<file path="src/rtl/sirv_qspi_pkg.sv">
// Shared definitions for the QSPI flash read sequencer: protocol codes,
// sequencer state encoding and link direction values.
package sirv_qspi_pkg;

   localparam logic [1:0] QSPI_PROTO_SINGLE = 2'd0;
   localparam logic [1:0] QSPI_PROTO_DUAL   = 2'd1;
   localparam logic [1:0] QSPI_PROTO_QUAD   = 2'd2;

   localparam logic DIR_TX = 1'b1;
   localparam logic DIR_RX = 1'b0;

   typedef enum logic [2:0] {
      ST_IDLE    = 3'd0,
      ST_CMD     = 3'd1,
      ST_ADDR    = 3'd2,
      ST_PAD     = 3'd3,
      ST_DATA    = 3'd4,
      ST_WAIT_RX = 3'd5,
      ST_RESP    = 3'd6
   } rdmap_state_e;

endpackage

</file>
<file path="src/rtl/sirv_qspi_flash_rdmap.sv">
// Byte-read sequencer in front of the QSPI media stage: emits cmd/addr/pad/data
// link transfers per request and merges sequential reads into one CS burst.
module sirv_qspi_flash_rdmap
   import sirv_qspi_pkg::*;
(
   input  logic        clock,
   input  logic        reset,
   input  logic        io_en,
   input  logic        io_insn_cmd_en,
   input  logic [7:0]  io_insn_cmd_code,
   input  logic [1:0]  io_insn_cmd_proto,
   input  logic [2:0]  io_insn_addr_len,
   input  logic [1:0]  io_insn_addr_proto,
   input  logic [3:0]  io_insn_pad_cnt,
   input  logic [7:0]  io_insn_pad_code,
   input  logic [1:0]  io_insn_data_proto,
   output logic        io_addr_ready,
   input  logic        io_addr_valid,
   input  logic [31:0] io_addr_bits,
   input  logic        io_data_ready,
   output logic        io_data_valid,
   output logic [7:0]  io_data_bits,
   input  logic        io_link_tx_ready,
   output logic        io_link_tx_valid,
   output logic [7:0]  io_link_tx_bits,
   input  logic        io_link_rx_valid,
   input  logic [7:0]  io_link_rx_bits,
   output logic [7:0]  io_link_cnt,
   output logic [1:0]  io_link_fmt_proto,
   output logic        io_link_fmt_endian,
   output logic        io_link_fmt_iodir,
   output logic        io_link_cs_set,
   output logic        io_link_cs_clear,
   output logic        io_link_cs_hold,
   input  logic        io_link_active
);

   rdmap_state_e state_reg, state_next;

   logic [31:0] addr_reg;
   logic [31:0] next_addr_reg;
   logic        merge_ok_reg;
   logic        restart_reg;
   logic [2:0]  byte_cnt_reg, byte_cnt_next;
   logic [7:0]  data_reg;

   logic        cmd_en_reg;
   logic [7:0]  cmd_code_reg;
   logic [1:0]  cmd_proto_reg;
   logic [2:0]  addr_len_reg;
   logic [1:0]  addr_proto_reg;
   logic [3:0]  pad_cnt_reg;
   logic [7:0]  pad_code_reg;
   logic [1:0]  data_proto_reg;

   logic        accept;
   logic        tx_hs;
   logic        merge_hit;
   logic [2:0]  addr_len_clamped;
   logic [7:0]  addr_byte;

   // First phase following the command (or the start, when no command is sent).
   function automatic rdmap_state_e phase_after_cmd(input logic [2:0] len, input logic [3:0] pad);
      if (len != 3'd0)
         return ST_ADDR;
      else if (pad != 4'd0)
         return ST_PAD;
      else
         return ST_DATA;
   endfunction

   assign addr_len_clamped = (io_insn_addr_len > 3'd4) ? 3'd4 : io_insn_addr_len;
   assign accept    = io_addr_ready & io_addr_valid;
   assign tx_hs     = io_link_tx_valid & io_link_tx_ready;
   assign merge_hit = merge_ok_reg & io_link_active & (io_addr_bits == next_addr_reg);

   // byte_cnt counts remaining address bytes, so it selects the MSB-first byte directly.
   always_comb begin
      case (byte_cnt_reg)
         3'd4:    addr_byte = addr_reg[31:24];
         3'd3:    addr_byte = addr_reg[23:16];
         3'd2:    addr_byte = addr_reg[15:8];
         default: addr_byte = addr_reg[7:0];
      endcase
   end

   always_comb begin
      state_next        = state_reg;
      byte_cnt_next     = byte_cnt_reg;
      io_addr_ready     = 1'b0;
      io_data_valid     = 1'b0;
      io_link_tx_valid  = 1'b0;
      io_link_tx_bits   = 8'h00;
      io_link_cnt       = 8'd0;
      io_link_fmt_proto = QSPI_PROTO_SINGLE;
      io_link_fmt_iodir = DIR_RX;

      case (state_reg)
         ST_IDLE: begin
            io_addr_ready = io_en;
            if (accept) begin
               byte_cnt_next = addr_len_clamped;
               if (merge_hit)
                  state_next = ST_DATA;
               else if (io_insn_cmd_en)
                  state_next = ST_CMD;
               else
                  state_next = phase_after_cmd(addr_len_clamped, io_insn_pad_cnt);
            end
         end
         ST_CMD: begin
            io_link_tx_valid  = 1'b1;
            io_link_tx_bits   = cmd_code_reg;
            io_link_cnt       = 8'd8;
            io_link_fmt_proto = cmd_proto_reg;
            io_link_fmt_iodir = DIR_TX;
            if (tx_hs)
               state_next = phase_after_cmd(addr_len_reg, pad_cnt_reg);
         end
         ST_ADDR: begin
            io_link_tx_valid  = 1'b1;
            io_link_tx_bits   = addr_byte;
            io_link_cnt       = 8'd8;
            io_link_fmt_proto = addr_proto_reg;
            io_link_fmt_iodir = DIR_TX;
            if (tx_hs) begin
               byte_cnt_next = byte_cnt_reg - 3'd1;
               if (byte_cnt_reg == 3'd1)
                  state_next = (pad_cnt_reg != 4'd0) ? ST_PAD : ST_DATA;
            end
         end
         ST_PAD: begin
            io_link_tx_valid  = 1'b1;
            io_link_tx_bits   = pad_code_reg;
            io_link_cnt       = {4'd0, pad_cnt_reg};
            io_link_fmt_proto = addr_proto_reg;
            io_link_fmt_iodir = DIR_TX;
            if (tx_hs)
               state_next = ST_DATA;
         end
         ST_DATA: begin
            io_link_tx_valid  = 1'b1;
            io_link_cnt       = 8'd8;
            io_link_fmt_proto = data_proto_reg;
            io_link_fmt_iodir = DIR_RX;
            if (tx_hs)
               state_next = ST_WAIT_RX;
         end
         ST_WAIT_RX: begin
            if (io_link_rx_valid)
               state_next = ST_RESP;
         end
         ST_RESP: begin
            io_data_valid = 1'b1;
            if (io_data_ready)
               state_next = ST_IDLE;
         end
         default: state_next = ST_IDLE;
      endcase
   end

   always_ff @(posedge clock or posedge reset) begin
      if (reset) begin
         state_reg      <= ST_IDLE;
         addr_reg       <= 32'd0;
         next_addr_reg  <= 32'd0;
         merge_ok_reg   <= 1'b0;
         restart_reg    <= 1'b0;
         byte_cnt_reg   <= 3'd0;
         data_reg       <= 8'h00;
         cmd_en_reg     <= 1'b0;
         cmd_code_reg   <= 8'h00;
         cmd_proto_reg  <= 2'd0;
         addr_len_reg   <= 3'd0;
         addr_proto_reg <= 2'd0;
         pad_cnt_reg    <= 4'd0;
         pad_code_reg   <= 8'h00;
         data_proto_reg <= 2'd0;
      end else begin
         state_reg    <= state_next;
         byte_cnt_reg <= byte_cnt_next;

         if (accept) begin
            addr_reg       <= io_addr_bits;
            cmd_en_reg     <= io_insn_cmd_en;
            cmd_code_reg   <= io_insn_cmd_code;
            cmd_proto_reg  <= io_insn_cmd_proto;
            addr_len_reg   <= addr_len_clamped;
            addr_proto_reg <= io_insn_addr_proto;
            pad_cnt_reg    <= io_insn_pad_cnt;
            pad_code_reg   <= io_insn_pad_code;
            data_proto_reg <= io_insn_data_proto;
         end

         // A fresh (non-merged) sequence asks the media to drop CS before its first transfer.
         if (accept && !merge_hit)
            restart_reg <= 1'b1;
         else if (tx_hs)
            restart_reg <= 1'b0;

         // io_en low wins over a simultaneous response handshake.
         if (!io_en)
            merge_ok_reg <= 1'b0;
         else if (state_reg == ST_RESP && io_data_ready)
            merge_ok_reg <= 1'b1;

         if (state_reg == ST_RESP && io_data_ready)
            next_addr_reg <= addr_reg + 32'd1;

         if (state_reg == ST_WAIT_RX && io_link_rx_valid)
            data_reg <= io_link_rx_bits;
      end
   end

   assign io_data_bits       = data_reg;
   assign io_link_cs_clear   = restart_reg;
   assign io_link_fmt_endian = 1'b0;
   assign io_link_cs_set     = 1'b1;
   assign io_link_cs_hold    = 1'b1;

   logic unused_ok;
   assign unused_ok = cmd_en_reg;

endmodule

</file>
<file path="config.mk">
export PLATFORM = sky130hd
export DESIGN_NAME = sirv_qspi_flash_rdmap
export DESIGN_NICKNAME = d
export VERILOG_FILES = /design/src/rtl/sirv_qspi_pkg.sv /design/src/rtl/sirv_qspi_flash_rdmap.sv
export SDC_FILE = /design/constraint.sdc
export NUM_CORES = 1
export LEC_CHECK = 0
export ABC_AREA = 1
export CAP_MARGIN = 10
export CORE_ASPECT_RATIO = 1.1
export CORE_MARGIN = 2
export CORE_UTILIZATION = 25
export DETAILED_ROUTE_END_ITERATION = 10
export SYNTH_ARGS = -nofsm -noshare
export SYNTH_HDL_FRONTEND = slang
export SYNTH_SLANG_ARGS = --single-unit
</file>
<file path="constraint.sdc">
create_clock -name clock -period 3.4 [get_ports clock]
set_input_delay 0.68 -clock clock [delete_from_list [all_inputs] [get_ports clock]]
set_output_delay 0.68 -clock clock [all_outputs]
set_load 0.01 [all_outputs]
</file>
Word level (Yosys, flattened, before mapping)
Cells that the tools add are included.
{"block": "totals", "inputBits": 78, "wordCells": 89, "ff_bits": 109, "output_inout_bits": 34}
{"block": "op_classes", "mux": 31, "reduce_logical": 17, "n_eq_ne": 20, "order_cmp": 1, "add_sub_neg": 2, "n_bitwise": 4}
{"op": "2-to-1 mux 3 bit", "n": 17}
{"op": "one-hot mux 8 bit (3 select lines)", "n": 2}
{"op": "adder 32 x 1 -> 32 bit, second input constant", "n": 1}
{"op": "equality test 32 bit", "n": 1}
{"op": "one-hot mux 3 bit (7 select lines)", "n": 1}
{"op": "!= test 2 bit, second input constant", "n": 8}
{"op": "equality test 3 x 2 -> 1 bit, second input constant", "n": 4}
{"op": "equality test 3 bit, second input constant", "n": 4}
{"op": "2-to-1 mux 1 bit", "n": 8}
{"op": "one-hot mux 4 bit (2 select lines)", "n": 1}
{"op": "AND reduction 8 bit", "n": 1}
{"op": "nonzero test 4 bit", "n": 2}
{"op": "equality test 3 x 1 -> 1 bit, second input constant", "n": 2}
{"op": "one-hot mux 2 bit (3 select lines)", "n": 1}
{"op": "one-hot mux 3 bit (2 select lines)", "n": 1}
{"op": "nonzero test 3 bit", "n": 2}
{"op": "OR reduction 3 bit", "n": 2}
{"op": "AND 1 bit", "n": 4}
{"op": "nonzero test 2 bit", "n": 2}
{"op": "OR reduction 4 bit", "n": 1}
{"op": "greater-than comparator 3 bit, second input constant", "n": 1}
{"op": "logical AND 1 bit", "n": 3}
{"op": "zero test 3 bit", "n": 1}
{"op": "AND reduction 3 bit", "n": 1}
{"op": "other kinds (4)", "n": 4}

Depth between registers and ports, before layout
{"block": "depth", "depth_word": 8, "mapped_depth": 13, "mapped_depth_nobuf": 13}

Least setup slack after synthesis
Ideal clock, no wire load.
{"block": "synth_path", "path_type": "register to output", "startpoint": "reg byte_cnt_reg[0]", "endpoint": "out io_link_tx_bits[2]", "arrival_time_ps": 1386, "t_required_ps": 2720, "path_stages_with_launch": 8, "setup_slack_ps": 1334, "n_path_buf": 0, "path_cell_list": "dfrtp_1 inv_1 ha_1 nand2_1 nand3_1 inv_1 a221oi_1 o21bai_1"}
{"block": "synth_between", "elab_chain_len": 3, "elab_cells_between_ends": 5, "classes_between": "eq/ne (3); mux (2)"}
{"item": "start: declaration", "line_no": "sirv_qspi_flash_rdmap.sv:44", "rtl": "logic [2:0] byte_cnt_reg, byte_cnt_next;"}
{"item": "start signal: assignment", "line_no": "sirv_qspi_flash_rdmap.sv:181", "rtl": "byte_cnt_reg <= byte_cnt_next;"}
{"item": "equality test 3 x 2 -> 1 bit / equality test 3 bit (equally long branches)", "line_no": "sirv_qspi_flash_rdmap.sv:79", "rtl": "case (byte_cnt_reg)"}
{"item": "one-hot mux 8 bit (3 select lines) (*)", "line_no": "sirv_qspi_flash_rdmap.sv:79"}
{"item": "one-hot mux 8 bit (3 select lines) (*)", "line_no": "sirv_qspi_flash_rdmap.sv:98", "rtl": "case (state_reg)"}
{"item": "end: declaration", "line_no": "sirv_qspi_flash_rdmap.sv:25", "rtl": "output logic [7:0] io_link_tx_bits,"}
Every way passes the cells marked *; elsewhere a longest branch is shown, timed or not.

Worst setup path after layout
{"block": "layout_path", "startpoint": "reg byte_cnt_reg[0]", "endpoint": "out io_link_tx_bits[7]"}
The elaborated chain is that of the path after synthesis.

==> impl_metrics.ini <==
[status]
status = finished, final reports clean

[die]
rows = 62
io_pins = 112
core_um2 = 25990
initial_core_util = 0.2533
die_area_um2 = 27650
die_y_um = 174.2
die_w_um = 158.7

[setup_path]
crit_path_start_kind = register
crit_fanout = 7
r2r_cells = 9
critPathSlowestCell = clkdlybuf4s50_1
setup.worst_path.end_class = output pin
cp.arrival_ns = 2.47
cp_common_cell = nand2_1
cp_cell_sequence = ha_1 -> nand2_1 -> nand3_2 -> o21ai_0 -> nand2_1 -> o221ai_1 -> clkdlybuf4s50_1
rrSetupSlack_ns = 1.46
r2r-start = state_reg[0]$_DFFE_PP0P_
path_delay_family = buffers and inverters
path_class = register to output pin
timing.rr.end = cmd_code_reg[4]$_DFFE_PP0P_
slowest_delay_ns = 0.59
crit_required_ns = 2.72
cp_num_buf_inv = 1

[hold_path]
holdPathStages = 2
min_from = addr_proto_reg[1]$_DFFE_PP0P_
hp-class = register to register
hold_end = addr_proto_reg[1]$_DFFE_PP0P_

[yosys]
synth-simple-area-share = 0.3220
synth_edf_count = 0
yosysMostFrequentCell = nand2_1
ys_warn_count = 0
synth_cells = 924
synth_top_cell_by_area = dfrtp_1
synth_commonest_cells = nand2_1 (336), inv_1 (126), dfrtp_1 (109), nor2_1 (59), o21ai_0 (53)
synth_area_leaders = dfrtp_1 (41%), nand2_1 (19%), inv_1 (7.2%)
syn_avg_cell_area_um2 = 7.124
ys_seq_area_frac = 0.4144
ys_seq_elements = 109
synthMuxAreaShare = 0.01521
yosys_most_used_dff = dfrtp_1
synthAdderAreaFrac = 0.01140
async_flop_share = 1.000
synth_top_area_share = 0.4144
yosys.cell_types.count = 48
synth_compound_area_frac = 0.1049
syn-cell-area_um2 = 6583
synth_xor_area_frac = 0.02927
synth_top_family_by_area = simple AND/OR/NAND/NOR gates

[timing]
fmax_mhz = 317.9
fin_crit_ns = 3.146
rsz0062_at_grt = false
skew_ns = 0.01180
slew_violations = 0
worst_pin_slew_ns = 0.6519
setup_viol = 0
finalHoldViolCount = 0
relSlewSlack = 0.5648
tns_ns = 0
setup_ws_ns = 0.2540
min_period_over_period = 0.9253

[global_route]
grt-ovfl-total = 0
grtUsageTotal = 0.1494
grt_first_pass_wirelength_um = 32640
grt_pass1_vias = 5972
antenna_found_initial = 1
grt_max_degree = 110

[placement]
finalWeightedCongestion = 0.9379
dp.cells = 1360
post_dp_cell_area_um2 = 7966
dp_slack_ns = 0.5260
port_buffers = 104
dp_hpwl_um = 15700

[detailed_routing]
drcViolationCount = 0
dr.pass1.iters = 7
wl_per_cell_um = 14.67
vias_per_cell = 4.441
ant_nets = 0
wl_um = 20170
num_vias = 6106
drt_iter0_markers = 412

[final_layout]
nets = 1103
drive_above_1_share = 0.07038
layout-area-overhead-vs-synth_pct = 25.70
n_antenna_cell = 0
fin_cells = 1375
fillCellCount = 2833
final_area_um2 = 8274

[pwr]
vdd_drop_max_mv = 0.4143
power_density_nw_per_um2 = 786.6
p_leak_uw = 0.004006

[flow_run]
cap_violations = 0

[clock_network]
postCtsSetupBuffers = 0
cts.clk_slew.worst_paths_ns = 0.08
htree_levels = 3
cts_tree = done
root_buffer = clkbuf_16
cts_buffer_depth = 2
clock_latency_ns = 0.37
clock-sinks = 109
numCtsBuffers = 9
cells by family after synthesis:
group / Yosys count
other: 2
AO/OA/AOI/OAI: 123
flip-flops: 109
XOR/XNOR: 22
buffers and inverters: 164
AND/OR/NAND/NOR: 489
adder cells (fa/ha/maj): 6
multiplexers: 9
per-stage QoR:
step,total power [µW],hold WS [ns],util
2_1_floorplan,4287,0.4492,-
5_1_grt,7074,0.5070,0.3184
3_5_place_dp,5395,0.4658,0.3065
6_report,6509,0.4816,0.3184
4_1_cts,6527,0.4859,0.3180
3_3_place_gp,5358,0.4644,0.3065
what timing repair did:
item	CTS	global route
resized for setup	0	3
setup endpoints to repair	0	2
hold buffers	0	0
where the power goes:
part           internal [µW]  leakage [µW]  switching, µW
combinational           1190       0.00250           1740
sequential              1900       0.00137            571
clock                    576      0.000136            528
worst max-delay path by stage:
stage / to / startpoint / cells past startpoint / slack (ns)
after global placement: io_link_tx_bits[7] / byte_cnt_reg[0]$_DFFE_PP0P_ / 8 / 0.60
after CTS: io_link_tx_bits[7] / byte_cnt_reg[0]$_DFFE_PP0P_ / 8 / 0.10
after detailed placement: io_link_tx_bits[7] / byte_cnt_reg[0]$_DFFE_PP0P_ / 8 / 0.53
final: io_link_tx_bits[7] / byte_cnt_reg[0]$_DFFE_PP0P_ / 7 / 0.25
after floorplan: io_link_tx_bits[2] / byte_cnt_reg[0]$_DFFE_PP0P_ / 7 / 1.33
after global routing: io_link_tx_bits[7] / byte_cnt_reg[0]$_DFFE_PP0P_ / 7 / 0.05
routing by layer:
layer | part of all wire | vias up | track usage
li1 | - | 3071 | -
met1 | 0.46 | 2777 | 0.2029
met2 | 0.43 | 215 | 0.2298
met3 | 0.069 | 41 | 0.02983
met4 | 0.035 | 2 | 0.06690
met5 | 0.00074 | - | 0
cell type report:
cell class                 instances  area [µm²]  area share
timing repair buffer             108        1084      0.1310
inverter                         135       510.5     0.06170
tap                              352       440.4     0.05323
sequential                       109        2728      0.3297
clock inverter                     6       72.57    0.008771
multi-input combinational        656        3214      0.3885
clock buffer                       9       225.2     0.02722
cell usage in the layout (no fill, tap or decap), types with 12 or more instances in the layout:
master,synthesis,layout
nand2_2,11,13
nor2_1,59,59
o21ai_0,53,53
nor3_1,16,16
clkdlybuf4s50_1,0,104
o21ai_1,30,30
nand3_1,28,27
nand4_1,15,15
o22ai_1,12,12
dfrtp_1,109,109
nand2_1,336,334
xor2_1,19,19
inv_1,126,125
worst reg2reg max path, cell delays in order (launching register included):
cell and delay (ns):
dfrtp_1 0.44, inv_2 0.15, nand2_2 0.09, nor2_4 0.12
inv_2 0.09, nor2_4 0.12, nand2_2 0.11, inv_2 0.50
nand2_1 0.17, nand2_1 0.10
Note: power is estimated with default switching activity, not from simulation.
